<file path="config.mk">
export PLATFORM = sky130hd
export DESIGN_NAME = ram_scan_ctrl
export DESIGN_NICKNAME = d
export VERILOG_FILES = /design/src/rtl/ram_scan_pkg.sv /design/src/rtl/ram_scan_dp_mem.sv /design/src/rtl/ram_scan_ctrl.sv
export SDC_FILE = /design/constraint.sdc
export NUM_CORES = 1
export LEC_CHECK = 0
export ABC_AREA = 0
export CORE_MARGIN = 2
export CORE_UTILIZATION = 46
export CTS_CLUSTER_DIAMETER = 80
export CTS_CLUSTER_SIZE = 25
export DETAILED_ROUTE_END_ITERATION = 12
export PLACE_DENSITY_LB_ADDON = 0.08
export REMOVE_ABC_BUFFERS = 1
export SETUP_SLACK_MARGIN = 0.5
export SLEW_MARGIN = 15
export SYNTH_ARGS = -nofsm -noshare
export SYNTH_HDL_FRONTEND = slang
export SYNTH_HIERARCHICAL = 1
export SYNTH_SLANG_ARGS = --single-unit
</file>
<file path="constraint.sdc">
create_clock -name clk -period 2.54 [get_ports clk]
set_input_delay 0.381 -clock clk [delete_from_list [all_inputs] [get_ports clk]]
set_output_delay 0.381 -clock clk [all_outputs]
set_load 0.005 [all_outputs]
</file>
<file path="src/rtl/ram_scan_pkg.sv">
// Shared types and constants for the RAM scan controller and its bench.
package ram_scan_pkg;

  typedef enum logic {CLEAR, RUN} state_t;

  localparam int SCAN_PERIOD_DEFAULT = 50_000_000;

  // A period of 1 still needs a one-bit counter.
  function automatic int cnt_width(input int period);
    return (period > 2) ? $clog2(period) : 1;
  endfunction

endpackage

</file>
<file path="src/rtl/ram_scan_dp_mem.sv">
// Simple dual-port memory: one write port and one registered read port.
// Reads return the old word when the write hits the same address.
module ram_scan_dp_mem #(
  parameter int ADDR_WIDTH = 5,
  parameter int DATA_WIDTH = 4
) (
  input  logic                  clk,
  input  logic                  reset,
  input  logic                  we,
  input  logic [ADDR_WIDTH-1:0] waddr,
  input  logic [DATA_WIDTH-1:0] wdata,
  input  logic [ADDR_WIDTH-1:0] raddr,
  output logic [DATA_WIDTH-1:0] rdata
);

  localparam int DEPTH = 1 << ADDR_WIDTH;

  logic [DATA_WIDTH-1:0] mem [DEPTH];
  logic [DATA_WIDTH-1:0] rdata_q, rdata_d;

  always_comb begin
    rdata_d = mem[raddr];
  end

  always_ff @(posedge clk) begin
    if (we) begin
      mem[waddr] <= wdata;
    end
  end

  // Output register resets, so the array itself stays reset-free for block RAM.
  always_ff @(posedge clk) begin
    if (!reset) begin
      rdata_q <= '0;
    end else begin
      rdata_q <= rdata_d;
    end
  end

  assign rdata = rdata_q;

endmodule

</file>
<file path="src/rtl/ram_scan_ctrl.sv">
// Key-press write port plus an auto-scanning read port over a dual-port RAM.
// Define RAM_SCAN_CLEAR_EN to zero-fill the memory after every reset.
module ram_scan_ctrl
  import ram_scan_pkg::*;
#(
  parameter int ADDR_WIDTH  = 5,
  parameter int DATA_WIDTH  = 4,
  parameter int SCAN_PERIOD = SCAN_PERIOD_DEFAULT
) (
  input  logic                  clk,
  input  logic                  reset,
  input  logic [ADDR_WIDTH-1:0] wr_addr,
  input  logic [DATA_WIDTH-1:0] wr_data,
  input  logic                  wr_req,
  output logic                  wr_ack,
  output logic [ADDR_WIDTH-1:0] rd_addr,
  output logic [DATA_WIDTH-1:0] rd_data,
  output logic                  busy
);

  localparam int                CNT_W    = cnt_width(SCAN_PERIOD);
  localparam logic [CNT_W-1:0]  CNT_LAST = CNT_W'(SCAN_PERIOD - 1);
`ifdef RAM_SCAN_CLEAR_EN
  localparam state_t            RESET_STATE = CLEAR;
`else
  localparam state_t            RESET_STATE = RUN;
`endif
  localparam logic              RESET_BUSY = (RESET_STATE == CLEAR);

  state_t                  state_q, state_d;
  logic                    wr_req_q, wr_req_d;
  logic                    wr_ack_q, wr_ack_d;
  logic                    busy_q, busy_d;
  logic [CNT_W-1:0]        cnt_q, cnt_d;
  logic [ADDR_WIDTH-1:0]   rd_addr_q, rd_addr_d;
`ifdef RAM_SCAN_CLEAR_EN
  logic [ADDR_WIDTH-1:0]   clr_addr_q, clr_addr_d;
`endif

  logic                    fire;
  logic                    tick;
  logic                    mem_we;
  logic [ADDR_WIDTH-1:0]   mem_waddr;
  logic [DATA_WIDTH-1:0]   mem_wdata;

  always_comb begin
    fire      = reset && (state_q == RUN) && wr_req && !wr_req_q;
    tick      = (state_q == RUN) && (cnt_q == CNT_LAST);
    wr_req_d  = wr_req;
    wr_ack_d  = fire;
    state_d   = state_q;
    busy_d    = 1'b0;
    cnt_d     = '0;
    rd_addr_d = '0;
    if (state_q == RUN) begin
      cnt_d     = tick ? '0 : cnt_q + 1'b1;
      rd_addr_d = tick ? rd_addr_q + 1'b1 : rd_addr_q;
    end
`ifdef RAM_SCAN_CLEAR_EN
    clr_addr_d = clr_addr_q;
    if (state_q == CLEAR) begin
      clr_addr_d = clr_addr_q + 1'b1;
      if (clr_addr_q == '1) begin
        state_d = RUN;
      end
    end
    busy_d = (state_d == CLEAR);
`endif
  end

  // The clear sweep owns the write port until the last address is zeroed.
  always_comb begin
    mem_we    = fire;
    mem_waddr = wr_addr;
    mem_wdata = wr_data;
`ifdef RAM_SCAN_CLEAR_EN
    if (state_q == CLEAR) begin
      mem_we    = reset;
      mem_waddr = clr_addr_q;
      mem_wdata = '0;
    end
`endif
  end

  always_ff @(posedge clk) begin
    if (!reset) begin
      state_q    <= RESET_STATE;
      wr_req_q   <= 1'b0;
      wr_ack_q   <= 1'b0;
      busy_q     <= RESET_BUSY;
      cnt_q      <= '0;
      rd_addr_q  <= '0;
`ifdef RAM_SCAN_CLEAR_EN
      clr_addr_q <= '0;
`endif
    end else begin
      state_q    <= state_d;
      wr_req_q   <= wr_req_d;
      wr_ack_q   <= wr_ack_d;
      busy_q     <= busy_d;
      cnt_q      <= cnt_d;
      rd_addr_q  <= rd_addr_d;
`ifdef RAM_SCAN_CLEAR_EN
      clr_addr_q <= clr_addr_d;
`endif
    end
  end

  ram_scan_dp_mem #(
    .ADDR_WIDTH (ADDR_WIDTH),
    .DATA_WIDTH (DATA_WIDTH)
  ) u_mem (
    .clk   (clk),
    .reset (reset),
    .we    (mem_we),
    .waddr (mem_waddr),
    .wdata (mem_wdata),
    .raddr (rd_addr_q),
    .rdata (rd_data)
  );

  assign wr_ack  = wr_ack_q;
  assign rd_addr = rd_addr_q;
  assign busy    = busy_q;

endmodule

</file>
After elaboration in Yosys (flattened, before gate mapping). Memories as Yosys holds them, arrays and structs flattened. A register that Yosys moved wholly into a read port is not among the register bits. Index checks and enable logic that the tools add are counted. Widths: inputs -> output; s select.

Register bits: 33. RAM bits: 128. Bits of input ports: 12. Output and inout bits: 11. Logic and storage cells: 16. Memories: 1.

Add/sub/neg operators: 2. Eq/ne operators: 1. Multiplexer cells: 2. Bitwise operators: 1. Reduce and logical (&&, ||, !) cells: 5.

Memory list: u_mem.mem (depth 32, bits a word 4, read ports 1, clocked after Yosys merged registers in 1, wr ports 1, RTL line ram_scan_dp_mem.sv:18) `logic [DATA_WIDTH-1:0] mem [DEPTH];`.

Operator list (number): $add 26x1->26 const B (1); $eq 26x26->1 const B (1); $add 5x1->5 const B (1); $logic_and 1x1->1 (2); $logic_not 1->1 (2); $mux 1 (2); $reduce_or 2->1 (1); $not 1->1 (1).

Logic depth before layout (Yosys ltp). Gate-level depths: netlist (run 1).

Depth in word-level cells: 4. Depth in mapped cells: 8. Gate-level depth less buffers: 5.

Cells and area by module. The synthesis (run 1) kept the hierarchy.

By module, submodules not included: ram_scan_dp_mem (times used 1, cells an instance 255, area an instance 5290.1 um^2, sequential area each 3923.8 um^2); ram_scan_ctrl (times used 1, cells an instance 168, area an instance 1481.4 um^2, sequential area each 660.6 um^2).

Least setup slack after synthesis (run 1). No wires, ideal clock.

Path type: register to register. Start point: register cnt_q[24]. End point: register rd_addr_q[3], in the netlist rd_addr[3]. Setup time: 0.070 ns. Arrival time: 2.049 ns. Data required time: 2.470 ns. Slack: 0.421 ns. Cell stages (with the launch flop): 6. Path buffers: 1. Clock period less this slack: 2.119 ns. Cells stage by stage: dfxtp_1 > or4_1 > or4_4 > buf_6 > or4_1 > a21oi_1.

Cells in the longest elaborated chain, start to end: 1.

Ends and longest elaborated chain: from (decl) (RTL line ram_scan_ctrl.sv:34) `logic [CNT_W-1:0] cnt_q, cnt_d;`; from (signal assigned) (RTL line ram_scan_ctrl.sv:101) `cnt_q <= cnt_d;`; $eq 26x26->1 (RTL line ram_scan_ctrl.sv:48) `tick = (state_q == RUN) && (cnt_q == CNT_LAST);`; to (signal assigned) (RTL line ram_scan_ctrl.sv:102) `rd_addr_q <= rd_addr_d;`; to (decl) (RTL line ram_scan_ctrl.sv:35) `logic [ADDR_WIDTH-1:0] rd_addr_q, rd_addr_d;`.

Every way passes these cells. A chain may end at the register's enable or synchronous reset.

Worst setup path after layout (run 1).
Start point: register cnt_q[16]. End point: register rd_addr_q[1], in the netlist rd_addr[1].

Same word-level chain as after synthesis.

==> results of run 1 <==
-- per-stage QoR --
step                      total power, mW  instances  cell area (um^2)  util (%)
final                                5.79        676              8100      55.9
after global placement               3.10        636              7310      50.5
after CTS                            5.83        675              8040      55.5
after global routing                 5.97        676              8100      55.9
after floorplan                      3.01        404              6640         -
after detailed placement             3.11        636              7310      50.5
-- power by group through the flow --
stage	Sequential (mW)	Clock, mW	Combinational [mW]
global route	2.92	2.91	0.140
detailed placement	2.98	0	0.124
global placement	2.98	0	0.123
finish	2.92	2.74	0.128
CTS	2.92	2.78	0.127
floorplan	2.98	0	0.0324
-- how the worst min path moves through the flow --
stage | from | end | cells after the start
floorplan | wr_req_q$_SDFF_PN0_ | wr_ack$_SDFF_PN0_ | 1
finish | cnt_q[0]$_SDFF_PP0_ | cnt_q[0]$_SDFF_PP0_ | 1
CTS | wr_req_q$_SDFF_PN0_ | wr_ack$_SDFF_PN0_ | 1
global route | cnt_q[0]$_SDFF_PP0_ | cnt_q[0]$_SDFF_PP0_ | 1
detailed placement | wr_req_q$_SDFF_PN0_ | wr_ack$_SDFF_PN0_ | 1
global placement | wr_req_q$_SDFF_PN0_ | wr_ack$_SDFF_PN0_ | 1
-- kinds of logic (layout without fill, tap and decap cells) --
family	Yosys count	count (layout)
fa+ha+maj	2	2
simple gates	129	130
other cells	1	1
mux	41	41
buf+inv	25	93
compound gates	48	48
xor+xnor	12	12
flops	165	165
-- routing by layer --
layer	part of all wire [%]	vias up	routed length, um
met4	2.3	0	329
met5	0	-	0
met1	45	1945	6570
met3	5.1	26	746
met2	48	97	6930
li1	-	1803	-
-- cells in the final DEF (no fill, tap or decap), types with 10 or more instances in the layout --
master,netlist,routed
edfxtp_1,128,128
mux4_1,22,22
dfxtp_1,37,29
clkdlybuf4s50_1,0,20
buf_4,1,28
nor2_1,50,43
clkbuf_16,0,17
a21oi_1,17,16
nand3_1,15,15
mux4_2,10,10
nand2_1,11,11
-- final cells by class --
cell class | count | area [um^2]
Fill cell | 1111 | 6380
Clock inverter | 13 | 194
Multi-Input combinational cell | 234 | 2100
Timing Repair Buffer | 55 | 520
Sequential cell | 165 | 4600
Tap cell | 184 | 230
Clock buffer | 19 | 433
Inverter | 6 | 22.5
-- state kept, by name, indices dropped and copies added, names as in the netlist --
signal,count
u_mem/mem,128
cnt_q,26
rd_addr,5
u_mem/rdata,4
wr_ack,1
wr_req_q,1
-- worst register-to-register path: cells and delay by family (launching register included) --
family             cells  cell delay (ns)
and+or+nand+nor        3             1.55
DFF                    1             0.35
AOI/OAI and AO/OA      1             0.12
-- timing repair --
action,in CTS,in global routing
gates resized for setup,20,18
pin swaps,6,2
endpoints found under the setup margin,70,141
hold buffers,0,0
gates cloned,1,0
setup buffers,6,1
==> impl_metrics.yaml, run 1 <==
drt:
  drt-total-wl_mm: 14.6
  wl_per_cell_um: 21.6
  dr.pass1.iters: 6
  post_drt_via_cell_ratio: 5.73
  drt_iter0_drc: 393
  drc_errors: 0
  antenna_left: 0
  dr_total_vias: 3871
synth:
  yosys.area_share.simple_pct: 10.1
  ys_top_cells_by_count: "edfxtp_1, nor2_1, dfxtp_1"
  syn_inst: 423
  yosysWarnings: 6
  yosysTopAreaCellShare_pct: 56.8
  synth_most_common_cell: "edfxtp_1"
  synthFlopType: "edfxtp_1"
  synth_adder_area_share_pct: 0.370
  synth-edff-count: 128
  ys_async_sr_fraction_pct: 0
  ys_seq_elements: 165
  syn_area_um2: 6770
  yosys.area.top_type: "edfxtp_1"
  synth_top_family_by_area: "multiplexers"
  synthTopCellsByArea: "edfxtp_1, dfxtp_1, mux4_1"
  yosysSeqAreaShare_pct: 67.7
  synth.area.mux_share_pct: 13.4
  syn_avg_cell_area_um2: 16.0
  synth_compound_area_share_pct: 4.51
  ys_types: 44
  synth_xor_area_share_pct: 1.55
critical_path:
  crit_family: "simple AND/OR/NAND/NOR gates"
  rr_worst_depth: 4
  critPathLaunchType: "register"
  cp-startpoint: "cnt_q[16]$_SDFF_PP0_"
  cp_cell_sequence: "or4b_4 > or4_4 > or3_2 > a21oi_1"
  critPathCapture: "rd_addr[1]$_SDFFE_PN0N_"
  r2r_start: "cnt_q[16]$_SDFF_PP0_"
  path_max_fanout: 7
  cpMaxStageDelayCell: "or4b_4"
  crit_cells: 4
  cp-end-kind: "register"
  rrSetupSlack_ns: 0.44
  timing.rr.end: "rd_addr[1]$_SDFFE_PN0N_"
  crit_buf_inv: 0
  arrival_ns: 2.45
  crit_type: "register to register"
  slowest_delay_ns: 0.56
  required_ns: 2.90
timing:
  fmax_mhz: 477
  tightest_slew_ns: 0.620
  layout_min_cycle_time_ns: 2.10
  setup_tns_ns: 0
  setup_violations: 0
  rsz0062_at_grt: "true"
  period_share_pct: 82.5
  setup_ws_ns: 0.444
  slew_headroom_pct: 58.5
  holdWs_ns: 0.432
  fin_skew_ns: 0.00583
  slew_viol_final: 0
  hold_viol: 0
cells_and_area:
  fin_nets: 493
  drive_gt1_share_pct: 23.6
  syn_to_final_growth_pct: 19.6
  antenna_cells: 0
floorplanning:
  dieArea_um2: 15700
  row_count: 44
  die_x_um: 125
  die_y_um: 125
  io_pins: 23
  core-area_um2: 14500
  start_util_pct: 46.8
global_route:
  grt_util_met3_pct: 5.26
  met1_usage_pct: 26.3
  antenna_found_initial: 0
  grt_overflow: 0
  grt_max_degree: 33
  grt_pass1_vias: 3958
  grt_first_pass_wirelength_mm: 22.7
  grt_util_all_layers_pct: 19.4
  busiest_layer: "met2"
  use_met2_pct: 30.3
cts:
  cts.sinks: 165
  cts_tree: "built"
  clockRootBuffer: "clkbuf_16"
  clk_latency_ns: 0.43
  htree_num_levels: 4
  clkSlewWorstSetupHoldPaths_ns: 0.06
  cts_buffers: 17
  clock_path_buffers: 2
worst_hold_path:
  hold_path_class: "register to register"
power:
  cell_internal_pwr_mw: 4.63
  peakVddDrop_v: 0.000473
  sw_frac_of_total_pct: 20.0
  p_seq_share_pct: 50.5
  powerDensity_nw_per_um2: 714
  clockPowerShare_pct: 47.3
  leakagePower_nw: 2.58
  p_switching_mw: 1.16
  combPwrFrac_pct: 2.2
outcome:
  status: "finished clean"
place:
  port_buffers: 21
  place_hpwl_mm: 9.41
  gp_congestion: 0.782
  pre_cts_ws_ns: -0.124
job:
  drv_cap: 0
Note: power is estimated with default switching activity, not from simulation.
==> run 2, diff against run 1 <==
- clock period: 2.54 -> 1.8 ns (I/O delays scaled with it)
==> impl_metrics.yaml, run 2 (same netlist as run 1, synthesis figures left out) <==
global_route:
  grt_first_pass_wirelength_mm: 23.4
  grt_max_degree: 33
  grt_pass1_vias: 4197
  grt_overflow: 0
  grt_util_all_layers_pct: 20.3
  antenna_found_initial: 0
job:
  drv_cap: 0
timing:
  setup_tns_ns: -5.97
  layout_min_cycle_time_ns: 2.07
  slew_viol_final: 0
  setup_ws_ns: -0.266
  fmax_mhz: 484
  setup_violations: 35
  fin_skew_ns: 0.00811
  rsz0062_at_grt: "true"
  hold_viol: 0
  period_share_pct: 115
floorplanning:
  io_pins: 23
  core-area_um2: 14500
  die_y_um: 125
  die_x_um: 125
  row_count: 44
  start_util_pct: 46.8
  dieArea_um2: 15700
place:
  port_buffers: 21
  placed_area_um2: 7770
  gp_congestion: 0.786
  place_hpwl_mm: 9.56
cts:
  cts.sinks: 165
  clock_path_buffers: 2
  clockRootBuffer: "clkbuf_16"
  cts_buffers: 17
  cts_tree: "built"
  htree_num_levels: 4
  clk_latency_ns: 0.44
  clkSlewWorstSetupHoldPaths_ns: 0.06
drt:
  drt-total-wl_mm: 15.0
  dr_total_vias: 4060
  drt_iter0_drc: 269
  antenna_left: 0
  drc_errors: 0
  wl_per_cell_um: 20.4
  dr.pass1.iters: 4
  post_drt_via_cell_ratio: 5.51
power:
  powerDensity_nw_per_um2: 894
  peakVddDrop_v: 0.000982
  leakagePower_nw: 2.95
critical_path:
  path_max_fanout: 5
  crit_type: "register to register"
  timing.rr.end: "rd_addr[2]$_SDFFE_PN0N_"
  rrSetupSlack_ns: -0.27
  cp-end-kind: "register"
  required_ns: 2.18
  critPathLaunchType: "register"
  rr_worst_depth: 4
  arrival_ns: 2.44
  r2r_start: "cnt_q[24]$_SDFF_PP0_"
cells_and_area:
  layout_commonest_cell: "edfxtp_1"
  final_core_util_pct: 61.7
  syn_to_final_growth_pct: 31.9
  largest_reg_flops: 128
  final_cell_mix: "edfxtp_1, buf_4, buf_6"
  design_area_um2: 8930
  max_flop_register: "u_mem/mem"
  fin_nets: 554
  antenna_cells: 0
  drive_gt1_share_pct: 39.8
outcome:
  violations: "negative setup slack"
  status: "finished, violations left"
worst_hold_path:
  hold_path_class: "input pin to register"
  min_from: "wr_req"
  hold_end: "wr_req_q$_SDFF_PN0_"
  hold_path_depth: 3
==> run 2: changes by cell type in the layout (fill, tap and decap cells not counted), moves of 3 or more <==
cell / previous run / this run
nor2_1: 43 / 20
clkdlybuf4s15_1: 0 / 6
mux4_1: 22 / 14
nor2_4: 0 / 30
nor2_2: 7 / 0
clkdlybuf4s50_1: 20 / 8
buf_12: 3 / 6
buf_6: 2 / 32
dlygate4sd2_1: 0 / 5
mux4_2: 10 / 18
buf_4: 28 / 55
==> run 2: worst max-delay path by stage <==
stage,start,endpoint,slack (ns),cells past startpoint
final,cnt_q[24]$_SDFF_PP0_,rd_addr[2]$_SDFFE_PN0N_,-0.27,4
after floorplan,rd_addr[0]$_SDFFE_PN0N_,u_mem/rdata[2]$_SDFF_PN0_,-0.78,4
after global placement,reset,u_mem/mem[8][1]$_DFFE_PP_,-0.61,5
after global routing,cnt_q[24]$_SDFF_PP0_,rd_addr[2]$_SDFFE_PN0N_,-0.30,4
after CTS,cnt_q[10]$_SDFF_PP0_,rd_addr[2]$_SDFFE_PN0N_,-0.25,4
after detailed placement,reset,u_mem/mem[28][3]$_DFFE_PP_,-0.69,5
==> run 2: what timing repair did <==
| item | CTS | global route |
|---|---|---|
| setup endpoints to repair | 173 | 173 |
| resized for setup | 108 | 58 |
| hold buffers | 0 | 0 |
| pin swaps | 39 | 3 |
| gates cloned | 2 | 0 |
| buffers inserted | 4 | 4 |
==> run 2: through the flow <==
| step | power [mW] | setup slack [ns] | hold slack, ns | cells |
|---|---|---|---|---|
| final | 7.98 | -0.266 | 0.308 | 737 |
| after global routing | 8.24 | -0.303 | 0.309 | 737 |
| after CTS | 8.04 | -0.254 | 0.312 | 733 |
| after detailed placement | 4.40 | -0.694 | 0.416 | 695 |
| after global placement | 4.40 | -0.609 | 0.422 | 695 |
| after floorplan | 4.25 | -0.784 | 0.369 | 404 |
==> run 2: routing by layer <==
metal | vias up | global-route usage, % | share of wire, %
met2 | 76 | 32.3 | 51
met1 | 2029 | 26.1 | 43
met4 | 0 | 8.04 | 2.2
li1 | 1932 | - | -
met3 | 23 | 6.42 | 4.1
met5 | - | 0 | 0
==> run 2: critical path, cell delays in order (launching register included) <==
cell and delay [ns]:
dfxtp_2 0.32, or4_4 0.55, or4_4 0.58, or4_4 0.44, a21oi_2 0.12
==> run 2: power by group <==
| part | internal [mW] | switching [mW] |
|---|---|---|
| registers | 4.12 | 0.00856 |
| logic | 0.0916 | 0.143 |
| clock network | 2.09 | 1.53 |
==> run 2: final cells by class <==
cell class                      instances  area (um^2)
Fill cell                            1083         5550
Sequential cell                       165         4600
Multi-Input combinational cell        234         2340
Timing Repair Buffer                  116         1150
Clock buffer                           19          443
Tap cell                              184          230
Clock inverter                         13          146
Inverter                                6         22.5
